==> config.mk <==
export PLATFORM = sky130hd
export DESIGN_NAME = alu_arbiter
export DESIGN_NICKNAME = d
export VERILOG_FILES = /design/src/rtl/constants_pkg.sv /design/src/rtl/rr_arbiter.sv /design/src/rtl/alu_arbiter.sv
export SDC_FILE = /design/constraint.sdc
export NUM_CORES = 1
export LEC_CHECK = 0
export ABC_CLOCK_PERIOD_IN_PS = 5000
export CAP_MARGIN = 20
export CORE_AREA = 8 8 153 155
export DETAILED_ROUTE_END_ITERATION = 12
export DIE_AREA = 0 0 161 163
export PLACE_DENSITY_LB_ADDON = 0.3
export SYNTH_ARGS = -nofsm -noshare
export SYNTH_HDL_FRONTEND = slang
export SYNTH_SLANG_ARGS = --single-unit
export TNS_END_PERCENT = 20
==> constraint.sdc <==
create_clock -name clk -period 5 [get_ports clk]
set_input_delay 0.75 -clock clk [delete_from_list [all_inputs] [get_ports clk]]
set_output_delay 0.75 -clock clk [all_outputs]
set_load 0.005 [all_outputs]
==> src/rtl/constants_pkg.sv <==
// Shared encodings for the pd0 ALU and the arbiter that fronts it.
package constants_pkg;

    // Operation encodings understood by the alu sel_i input.
    typedef enum logic [1:0] {
        ALU_ADD = 2'd0,
        ALU_SUB = 2'd1,
        ALU_AND = 2'd2,
        ALU_OR  = 2'd3
    } alu_sel_t;

    typedef enum logic [1:0] {
        IDLE = 2'd0,
        EXEC = 2'd1,
        RESP = 2'd2
    } arb_state_t;

endpackage

==> src/rtl/rr_arbiter.sv <==
// Combinational round-robin picker: first requester at or after ptr, wrapping modulo NREQ.
module rr_arbiter #(
    parameter int NREQ = 4,
    parameter int IDW  = $clog2(NREQ)
) (
    input  logic [NREQ-1:0] req,
    input  logic [IDW-1:0]  ptr,
    output logic [NREQ-1:0] grant,
    output logic [IDW-1:0]  grant_idx,
    output logic            any_o
);

    // One extra bit so ptr + offset cannot overflow before the wrap.
    logic [IDW:0]   sum;
    logic [IDW-1:0] idx;
    logic           found;

    // NOTE: every variable written here gets a default first, so no path leaves one unassigned and no latch is inferred.
    always_comb begin
        grant     = '0;
        grant_idx = '0;
        found     = 1'b0;
        sum       = '0;
        idx       = '0;
        for (int i = 0; i < NREQ; i++) begin
            sum = {1'b0, ptr} + (IDW+1)'(i);
            if (sum >= (IDW+1)'(NREQ)) begin
                sum = sum - (IDW+1)'(NREQ);
            end
            idx = sum[IDW-1:0];
            if (!found && req[idx]) begin
                found          = 1'b1;
                grant[idx]     = 1'b1;
                grant_idx      = idx;
            end
        end
    end

    assign any_o = |req;

endmodule

==> src/rtl/alu_arbiter.sv <==
// Round-robin front end sharing one combinational alu among NREQ requesters.
// Optional: define ALU_ARB_B2B_EN to accept the next request in the response-handshake cycle.
module alu_arbiter
    import constants_pkg::*;
#(
    parameter  int DWIDTH = 32,
    parameter  int NREQ   = 4,
    localparam int IDW    = $clog2(NREQ)
) (
    input  logic                   clk,
    input  logic                   reset,
    input  logic [NREQ-1:0]        req_valid_i,
    input  logic [2*NREQ-1:0]      req_sel_i,
    input  logic [DWIDTH*NREQ-1:0] req_op1_i,
    input  logic [DWIDTH*NREQ-1:0] req_op2_i,
    output logic [NREQ-1:0]        req_ready_o,
    output logic [1:0]             alu_sel_o,
    output logic [DWIDTH-1:0]      alu_op1_o,
    output logic [DWIDTH-1:0]      alu_op2_o,
    input  logic [DWIDTH-1:0]      alu_res_i,
    input  logic                   alu_zero_i,
    input  logic                   alu_neg_i,
    output logic                   rsp_valid_o,
    input  logic                   rsp_ready_i,
    output logic [IDW-1:0]         rsp_id_o,
    output logic [DWIDTH-1:0]      rsp_res_o,
    output logic                   rsp_zero_o,
    output logic                   rsp_neg_o
);

    arb_state_t        state;
    logic [IDW-1:0]    rr_ptr;
    logic [IDW-1:0]    grant_id;
    alu_sel_t          op_sel_q;
    logic [DWIDTH-1:0] op1_q;
    logic [DWIDTH-1:0] op2_q;
    logic [DWIDTH-1:0] res_q;
    logic              zero_q;
    logic              neg_q;

    logic [NREQ-1:0]   arb_grant;
    logic [IDW-1:0]    arb_idx;
    logic              arb_any;
    logic              accept;

    rr_arbiter #(
        .NREQ (NREQ),
        .IDW  (IDW)
    ) u_rr_arbiter (
        .req       (req_valid_i),
        .ptr       (rr_ptr),
        .grant     (arb_grant),
        .grant_idx (arb_idx),
        .any_o     (arb_any)
    );

    // Gated by reset as well, so no accept strobe is visible while reset is held.
    always_comb begin
        accept = 1'b0;
        if (reset) begin
            if (state == IDLE) begin
                accept = arb_any;
            end
`ifdef ALU_ARB_B2B_EN
            if (state == RESP && rsp_ready_i) begin
                accept = arb_any;
            end
`else
            // Responses always drain back through IDLE before the next grant.
`endif
        end
    end

    assign req_ready_o = accept ? arb_grant : '0;

    // NOTE: datapath regs are reset too, because the alu and response outputs must read 0 after reset.
    always_ff @(posedge clk or negedge reset) begin
        if (!reset) begin
            state    <= IDLE;
            rr_ptr   <= '0;
            grant_id <= '0;
            op_sel_q <= ALU_ADD;
            op1_q    <= '0;
            op2_q    <= '0;
            res_q    <= '0;
            zero_q   <= 1'b0;
            neg_q    <= 1'b0;
        end else begin
            if (accept) begin
                op_sel_q <= alu_sel_t'(req_sel_i[2*int'(arb_idx) +: 2]);
                op1_q    <= req_op1_i[DWIDTH*int'(arb_idx) +: DWIDTH];
                op2_q    <= req_op2_i[DWIDTH*int'(arb_idx) +: DWIDTH];
                grant_id <= arb_idx;
            end
            case (state)
                IDLE: begin
                    if (accept) begin
                        state <= EXEC;
                    end
                end
                EXEC: begin
                    res_q  <= alu_res_i;
                    zero_q <= alu_zero_i;
                    neg_q  <= alu_neg_i;
                    rr_ptr <= (grant_id == IDW'(NREQ-1)) ? '0 : grant_id + 1'b1;
                    state  <= RESP;
                end
                RESP: begin
                    // accept is only ever set here in the back-to-back build.
                    if (rsp_ready_i) begin
                        state <= accept ? EXEC : IDLE;
                    end
                end
                default: state <= IDLE;
            endcase
        end
    end

    assign alu_sel_o   = op_sel_q;
    assign alu_op1_o   = op1_q;
    assign alu_op2_o   = op2_q;
    assign rsp_valid_o = (state == RESP);
    assign rsp_id_o    = grant_id;
    assign rsp_res_o   = res_q;
    assign rsp_zero_o  = zero_q;
    assign rsp_neg_o   = neg_q;

endmodule

Word level (Yosys, flattened, before mapping) --
Cells that the tools add are included. Widths: inputs -> output; s select.
Cells by class: add/sub/neg operators 8, order comparisons 12, equal/unequal tests 5, shift operators 3, multiplexer cells 39, bitwise operators 3, reductions and logical operators 13
Operator list (count):
- $shiftx 128x8->32 | 2
- $mux 2 | 11
- $mux 4 | 5
- $mux 1 | 14
- $lt 2x3->1 const B | 4
- $or 4x4->4 | 3
- $ge 3x3->1 const B | 3
- $bmux 1 s2 | 4
- $demux 1 s2 | 4
- $ge 2x1->1 const B | 4
- $shiftx 8x4->2 | 1
- $sub 2x1->2 const B | 4
- $logic_and 1x1->1 | 7
- $add 2x2->3 const B | 2
- $pmux 2 s3 | 1
- $eq 2x2->1 const B | 2
- $reduce_or 4->1 | 1
- $add 2x1->3 const B | 1
- $ge 2x3->1 const B | 1
- $logic_not 1->1 | 3
- $add 2x1->2 const B | 1
- $eq 2x1->1 const B | 1
- $logic_not 2->1 | 1
- $ne 2x1->1 const B | 1
- other kinds (2) | 2
Word-level totals: flip-flop bits (word level) 106, input port bits 305, output and inout bits 107, word-level logic and storage cells 92

Depth between registers and ports, before layout --
Gate-level depths: netlist of run 1.
word-level depth 15, mapped depth 12

By module --
Synthesis of run 1 repeated with hierarchy kept, for this count alone.
Unflattened totals: cells, all modules 363, area, all modules 6099.6 µm²
Modules (own cells, without submodules):
- alu_arbiter | times used 1, cells each 314, area each 5688.0 µm²
- rr_arbiter | times used 1, cells each 49, area each 411.6 µm²

Worst setup path after synthesis of run 1 --
No wires, ideal clock.
kind register to output, start register rr_ptr[0], end output req_ready_o[0], arrival 2.068 ns, data required time 4.250 ns, setup slack 2.182 ns, stages on the path, launching flop included 10, path through dfrtp_1 > buf_6 > inv_1 > ha_1 > mux4_2 > nor2b_2 > a22oi_1 > nor2_1 > a221oi_1 > nor2_1
Between the ends: longest elaborated chain between the ends 15, elaborated cells on any way between the ends 60, classes of those cells add/sub (7); order compare (12); mux (28); bitwise (3); reduce/logical (10)
Ends and longest elaborated chain:
- start, declared | RTL line alu_arbiter.sv:32 | logic [IDW-1:0] rr_ptr;
- start signal, assigned | RTL line alu_arbiter.sv:105 | rr_ptr <= (grant_id == IDW'(NREQ-1)) ? '0 : grant_id + 1'b1;
- parallel branches: the longest is 13 deep, another holds $add 2x1->3
- $mux 4 (*) | RTL line rr_arbiter.sv:31 | if (!found && req[idx]) begin
- $mux 4 (*) | RTL line alu_arbiter.sv:74 | assign req_ready_o = accept ? arb_grant : '0;
- end, declared | RTL line alu_arbiter.sv:16 | output logic [NREQ-1:0] req_ready_o,
Mark *: on every way between the ends. The select of a mux whose other input is x is not followed.

Final worst setup path of run 1 --
start register rr_ptr[0], end output req_ready_o[2]
Same word-level chain as after synthesis.

==> metrics.md, run 1 <==
| Metric | Value |
|---|---|
| Final hold vios | `0` |
| Largest net degree at the start of global routing | `approximately 130` |
| Rows | `53` |
| H-tree Lvls | `3` |
| Hold WS | `about 400 ps` |
| Setup Fix Bufs, Post-CTS | `0` |
| Slew HR | `0.2625` |
| Detail Route Antenna Nets | `0` |
| Final Setup Violations | `0` |
| Count leader, synth | `dfrtp_1` |
| Clock latency at the later pin of the worst-skew pair | `350 ps` |
| Startpoint class of the critical path | `register` |
| Die area | `approximately 26000 sq um` |
| Chip width | `~160 um` |
| Cts hold-fix bufs | `0` |
| Vias in the first global route | `around 6900` |
| Antenna diodes | `0` |
| Worst r2r path cells | `9` |
| Max-slew violations | `0` |
| CTS tree | `yes` |
| Dominant synthesized flop cell | `dfrtp_1` |
| Starting Density | `0.3203` |
| Post-synth cell types | `39` |
| Post-synth ARST share | `1.000` |
| Min Tclk post-route | `about 4300 ps` |
| DR vias/cell | `~5.1` |
| Top-Level Pins | `a little over 400` |
| Initial antenna violation count | `1` |
| Yosys warning count | `0` |
| Core ar. | `approximately 21000 sq um` |
| Worst path arrival time | `approximately 3500 ps` |
| Clk slew on worst S/H paths | `roughly 80 ps` |
| Via count | `6709` |
| PD cells | `around 540 nW/um^2` |
| Worst reg2reg path endpoint | `alu_op2_o[2]` |
| Synth cell count leaders | `106 x dfrtp_1, 68 x mux2i_1, 68 x nand2_1` |
| Total Routed Length | `roughly 28 mm` |
| CTS root buf | `clkbuf_16` |
| Outcome | `completed` |
| Clock buffer count from CTS | `9` |
| Max-cap violation count | `0` |
| Synthesized Nets | `slightly below 1000` |
| Share of layout cells above drive strength 1 | `0.09459` |
| WS Path Type | `reg -> out` |
| Post-synth top area share | `0.3977` |
| GRT Residual Overflow | `0` |
| CTS sink count | `around 110` |
| Die H | `163 um` |
| Drt pass-1 iters | `4` |
| Worst-case clock buffer depth | `2` |
| GRT Overall Usage | `0.2015` |
| First-pass GRT wire length | `around 41 mm` |
| Fmax | `around 230 MHz` |
| Final Non-Filler Cells | `approximately 1300` |
| Initial DRC Count | `282` |
| R2r setup slk | `approximately 1100 ps` |
| Unrepaired setup endpoints after global routing | `false` |
| Filler Cell Count | `approximately 1900` |
| Register area | `2653 sq um` |
| Max FO, Critical Path | `16` |
| Mapped Area | `approximately 6700 sq um` |
| Crit path capture type | `output port` |
| Yosys reg bits | `roughly 110` |
| Dominant cell type by area after synthesis | `dfrtp_1` |
| Detail Placement HPWL | `roughly 21 mm` |
| Final worst slack | `~700 ps` |
| Reg-to-reg startpoint | `rr_ptr[0]` |
| CTS resizes | `0` |
| Multi-input logic area | `around 3700 sq um` |
| Area Growth Syn to Fin | `68.84%` |
| Setup tns final | `0 ps` |
| Worst VDD drop | `approximately 570 uV` |
| Port bufs | `411` |
| # nets final | `roughly 1300` |
| Syn avg cell area | `10.05 sq um` |
| Cells after DPL | `roughly 1300` |
| Routed len/inst | `21.11 um` |
| Worst-Margin Slew | `between 1000 and 1500 ps` |
| DRC | `0` |
| Tcrit/Tclk final | `0.8570` |
| Synth area leaders | `dfrtp_1 40%, mux2i_1 10%, a21boi_0 7.5%, and3_1 6.2%, mux2_2 5.9%` |
| EDFF count, synth | `0` |
| Leak | `between 4 and 5 nW` |
| Post-Syn Instances | `about 660` |
| Hold Path Class | `in -> async` |
| Register area share after synthesis | `0.3977` |
| Critical Path RT | `around 4300 ps` |
| Setup WS pre-CTS | `between 1000 and 1500 ps` |
| Clk_skew | `between 15 and 20 ps` |
| Routability congestion estimate | `between 0.8 and 0.9` |
[cells in the final DEF (no fill, tap or decap), types with 2 or more instances in the layout]
master	n
nor2_1	10
ha_1	9
a21boi_0	67
a21o_1	2
a221oi_1	4
o211ai_2	23
buf_12	2
o211ai_1	43
mux4_2	4
mux2i_1	68
o21ai_0	67
clkdlybuf4s50_1	410
o21ai_4	2
nand2b_1	3
clkbuf_16	9
dfrtp_1	106
bufinv_16	2
and3_1	66
inv_1	4
nand2_1	68
a22oi_1	4
buf_4	8
mux2_2	35
clkinvlp_4	2
[registers in the layout, summed over array words and instances (netlist names)]
name / cells
alu_op1_o: 32
alu_op2_o: 32
rsp_res_o: 32
alu_sel_o: 2
rr_ptr: 2
rsp_id_o: 2
state: 2
rsp_neg_o: 1
rsp_zero_o: 1
[per-stage QoR]
step / cell area [sq um] / total power, mW / util
6_report: 11260 / 6.075 / 0.5409
5_1_grt: 11260 / 6.508 / 0.5409
4_1_cts: 11260 / 6.159 / 0.5409
3_5_place_dp: 10940 / 5.346 / 0.5252
3_3_place_gp: 10940 / 5.289 / 0.5252
2_1_floorplan: 6670 / 3.724 / -
[cell type report]
type | count | share of cell area
clock inverter | 7 | 0.008888
clock buffer | 9 | 0.02000
tap | 275 | 0.03055
multi-input combinational | 490 | 0.3304
timing repair buffer | 420 | 0.3733
sequential | 106 | 0.2355
inverter | 4 | 0.001333
[critical path: stages (launching register included)]
cell and delay [ps]:
dfrtp_1 760, inv_1 300, ha_1 470, mux4_2 440, nor2b_2 300, a22oi_1 120, nor2_1 110, a221oi_1 60
nor2_1 110, clkdlybuf4s50_1 530
[power breakdown]
part,internal (mW),switching [mW]
clock network,0.445,0.354
logic,1.97,1.78
registers,1.28,0.249
[how the worst max path moves through the flow]
stage / end / depth (start not counted) / from
after floorplan: req_ready_o[0] / 9 / rr_ptr[0]
after global routing: req_ready_o[2] / 9 / rr_ptr[0]
after CTS: req_ready_o[2] / 9 / rr_ptr[0]
after global placement: alu_op2_o[2] / 9 / rr_ptr[0]
after detailed placement: alu_op2_o[2] / 9 / rr_ptr[0]
final: req_ready_o[2] / 9 / rr_ptr[0]
[per-layer routing]
metal | global-route usage | up-vias | part of all wire
li1 | - | 3180 | -
met2 | 0.3596 | 289 | 0.50
met5 | 0 | - | 0.00047
met1 | 0.2221 | 3207 | 0.39
met3 | 0.06926 | 31 | 0.085
met4 | 0.06187 | 2 | 0.023
[kinds of logic (layout without fill, tap and decap cells)]
group,Yosys count,after routing,synth area share
AOI/OAI and AO/OA,217,217,0.2390
and+or+nand+nor,157,157,0.1210
muxes,107,107,0.1746
DFF,106,106,0.3977
buffers and inverters,68,440,0.05083
adders and majority gates,9,9,0.01688
Note: power is estimated with default switching activity, not from simulation.
==> inputs of run 2 (changes only) <==
Settings changed: ABC_CLOCK_PERIOD_IN_PS 5000 to 3790, CORE_AREA 8 8 153 155 to 8 8 154 156, DIE_AREA 0 0 161 163 to 0 0 162 164.
Clock period 5 ns to 3.79 ns, I/O delays scaled along.
==> run 2 against run 1 <==
  * Via count is 1.6% lower
  * Clock skew fell by 11 ps
  * Sequential power is 29% higher
  * Cell count grew 0.92%
  * Non-clock buffer count is 7 higher
  * Global-route usage decreased by 0.82 points
  * Hold slack better by 30 ps
  * Worst setup slack got worse by 460 ps
  * Largest power group unchanged
==> metrics.md, run 2 (same netlist as run 1, synthesis figures left out) <==
| Metric | Value |
|---|---|
| # nets final | `about 1400` |
| Worst-Margin Slew | `between 900 and 1000 ps` |
| Setup tns final | `0 ps` |
| Routability congestion estimate | `0.7790` |
| Sequential share of power | `0.248` |
| Hold WS | `between 400 and 500 ps` |
| Critical Path RT | `~3200 ps` |
| Clock power share | `0.116` |
| Final hold vios | `0` |
| GRT Overall Usage | `0.1933` |
| Cts hold-fix bufs | `0` |
| Clock latency at the later pin of the worst-skew pair | `350 ps` |
| Crit path capture type | `output port` |
| Logic gate share of total power | `0.635` |
| Startpoint class of the critical path | `primary input` |
| Clk_skew | `5.978 ps` |
| Final worst slack | `roughly 260 ps` |
| Core ar. | `between 20000 and 25000 sq um` |
| Unrepaired setup endpoints after global routing | `false` |
| Clock buffer count from CTS | `9` |
| Via count | `6600` |
| Detail Placement HPWL | `between 20 and 25 mm` |
| Total Routed Length | `approximately 27 mm` |
| Worst VDD drop | `563.5 uV` |
| CTS resizes | `0` |
| Worst r2r path cells | `9` |
| Area Growth Syn to Fin | `69.52%` |
| Power Internal | `about 4.8 mW` |
| CTS root buf | `clkbuf_16` |
| Filler Cell Count | `1955` |
| Top-Level Pins | `between 400 and 500` |
| Most frequent cells in the layout | `410 x clkdlybuf4s50_1, 106 x dfrtp_1, 68 x nand2_1, 68 x mux2i_1` |
| Max-cap violation count | `0` |
| DR vias/cell | `approximately 5` |
| CTS tree | `yes` |
| Starting Density | `0.3124` |
| Final Setup Violations | `0` |
| Max FO, Critical Path | `8` |
| Switch share | `0.3942` |
| Reg-to-reg startpoint | `rr_ptr[0]` |
| Min Tclk post-route | `3531 ps` |
| WS Path Type | `in -> out` |
| Die H | `between 150 and 200 um` |
| Fmax | `roughly 280 MHz` |
| PD cells | `roughly 700 nW/um^2` |
| Max-slew violations | `0` |
| DRC | `0` |
| Largest net degree at the start of global routing | `slightly below 80` |
| Sw Pwr | `3.137 mW` |
| Drt pass-1 iters | `4` |
| Detail Route Antenna Nets | `0` |
| Initial antenna violation count | `0` |
| Chip width | `about 160 um` |
| Worst-case clock buffer depth | `2` |
| Leak | `4.813 nW` |
| H-tree Lvls | `3` |
| Commonest non-fill, non-tap cell in the layout | `clkdlybuf4s50_1` |
| Share of layout cells above drive strength 1 | `0.1007` |
| GRT Residual Overflow | `0` |
| Routed len/inst | `between 20 and 25 um` |
| Worst path arrival time | `about 3000 ps` |
| Setup WS pre-CTS | `298.4 ps` |
| Post-Route Utilization | `0.5296` |
| Tcrit/Tclk final | `0.9317` |
| First-pass GRT wire length | `approximately 40 mm` |
| Initial DRC Count | `around 270` |
| Outcome | `completed` |
| Vias in the first global route | `around 7000` |
| Setup Fix Bufs, Post-CTS | `0` |
| Worst reg2reg path endpoint | `alu_op1_o[15]` |
| Rows | `54` |
| Hold Path Class | `in -> async` |
| Port bufs | `between 400 and 500` |
| Clk slew on worst S/H paths | `80 ps` |
| Antenna diodes | `0` |
| CTS sink count | `106` |
| Slew HR | `0.3517` |
| R2r setup slk | `990 ps` |
| Die area | `26570 sq um` |
run 2: cell count changes in the layout (fill, tap and decap cells not counted), sizes merged:
| cell | change |
|---|---|
| bufinv | -2 |
| buf | +7 |
| clkinvlp | -1 |
| clkinv | +3 |
run 2: worst max path at each step:
stage,start,end
after floorplan,rr_ptr[0],alu_op1_o[22]
after global placement,req_valid_i[0],req_ready_o[2]
after detailed placement,req_valid_i[0],req_ready_o[0]
after CTS,rr_ptr[0],req_ready_o[0]
after global routing,rr_ptr[0],req_ready_o[2]
final,req_valid_i[2],req_ready_o[0]
run 2: power by group through the flow:
stage	Combinational [mW]	Sequential [mW]	Clock, mW
6_report	5.06	1.98	0.927
3_3_place_gp	5.05	1.97	0
2_1_floorplan	2.87	2.04	0
4_1_cts	5.13	1.98	0.964
3_5_place_dp	5.12	1.99	0
5_1_grt	5.48	2.04	1.01
run 2: final cells by class:
cell class | instances | area (sq um) | area share
clock buffer | 9 | 225.2 | 0.01992
clock inverter | 7 | 61.31 | 0.005422
inverter | 4 | 15.01 | 0.001328
multi-input combinational | 490 | 3721 | 0.3291
sequential | 106 | 2653 | 0.2346
tap | 280 | 350.3 | 0.03098
timing repair buffer | 427 | 4282 | 0.3787
run 2: metal layers:
layer  GRT usage  up-vias  part of all wire
li1            -     3192                 -
met1      0.2216     3112              0.40
met2      0.3454      275              0.51
met3     0.06040       21             0.084
met4     0.04545        0             0.013
met5           0        -                 0
run 2: critical path, stage by stage:
cell and delay [ps]:
clkdlybuf4s50_1 530, mux4_2 640, nor2b_2 310, a22oi_1 120, nor2_1 110, a221oi_1 70
nor2_1 110, clkdlybuf4s50_1 510
run 2: metrics by stage:
stage | power (mW) | std cells | cell area [sq um]
after floorplan | 4.913 | 664 | 6670
after global placement | 7.023 | 1307 | 11020
after detailed placement | 7.112 | 1307 | 11020
after CTS | 8.069 | 1323 | 11310
after global routing | 8.539 | 1323 | 11310
final | 7.958 | 1323 | 11310
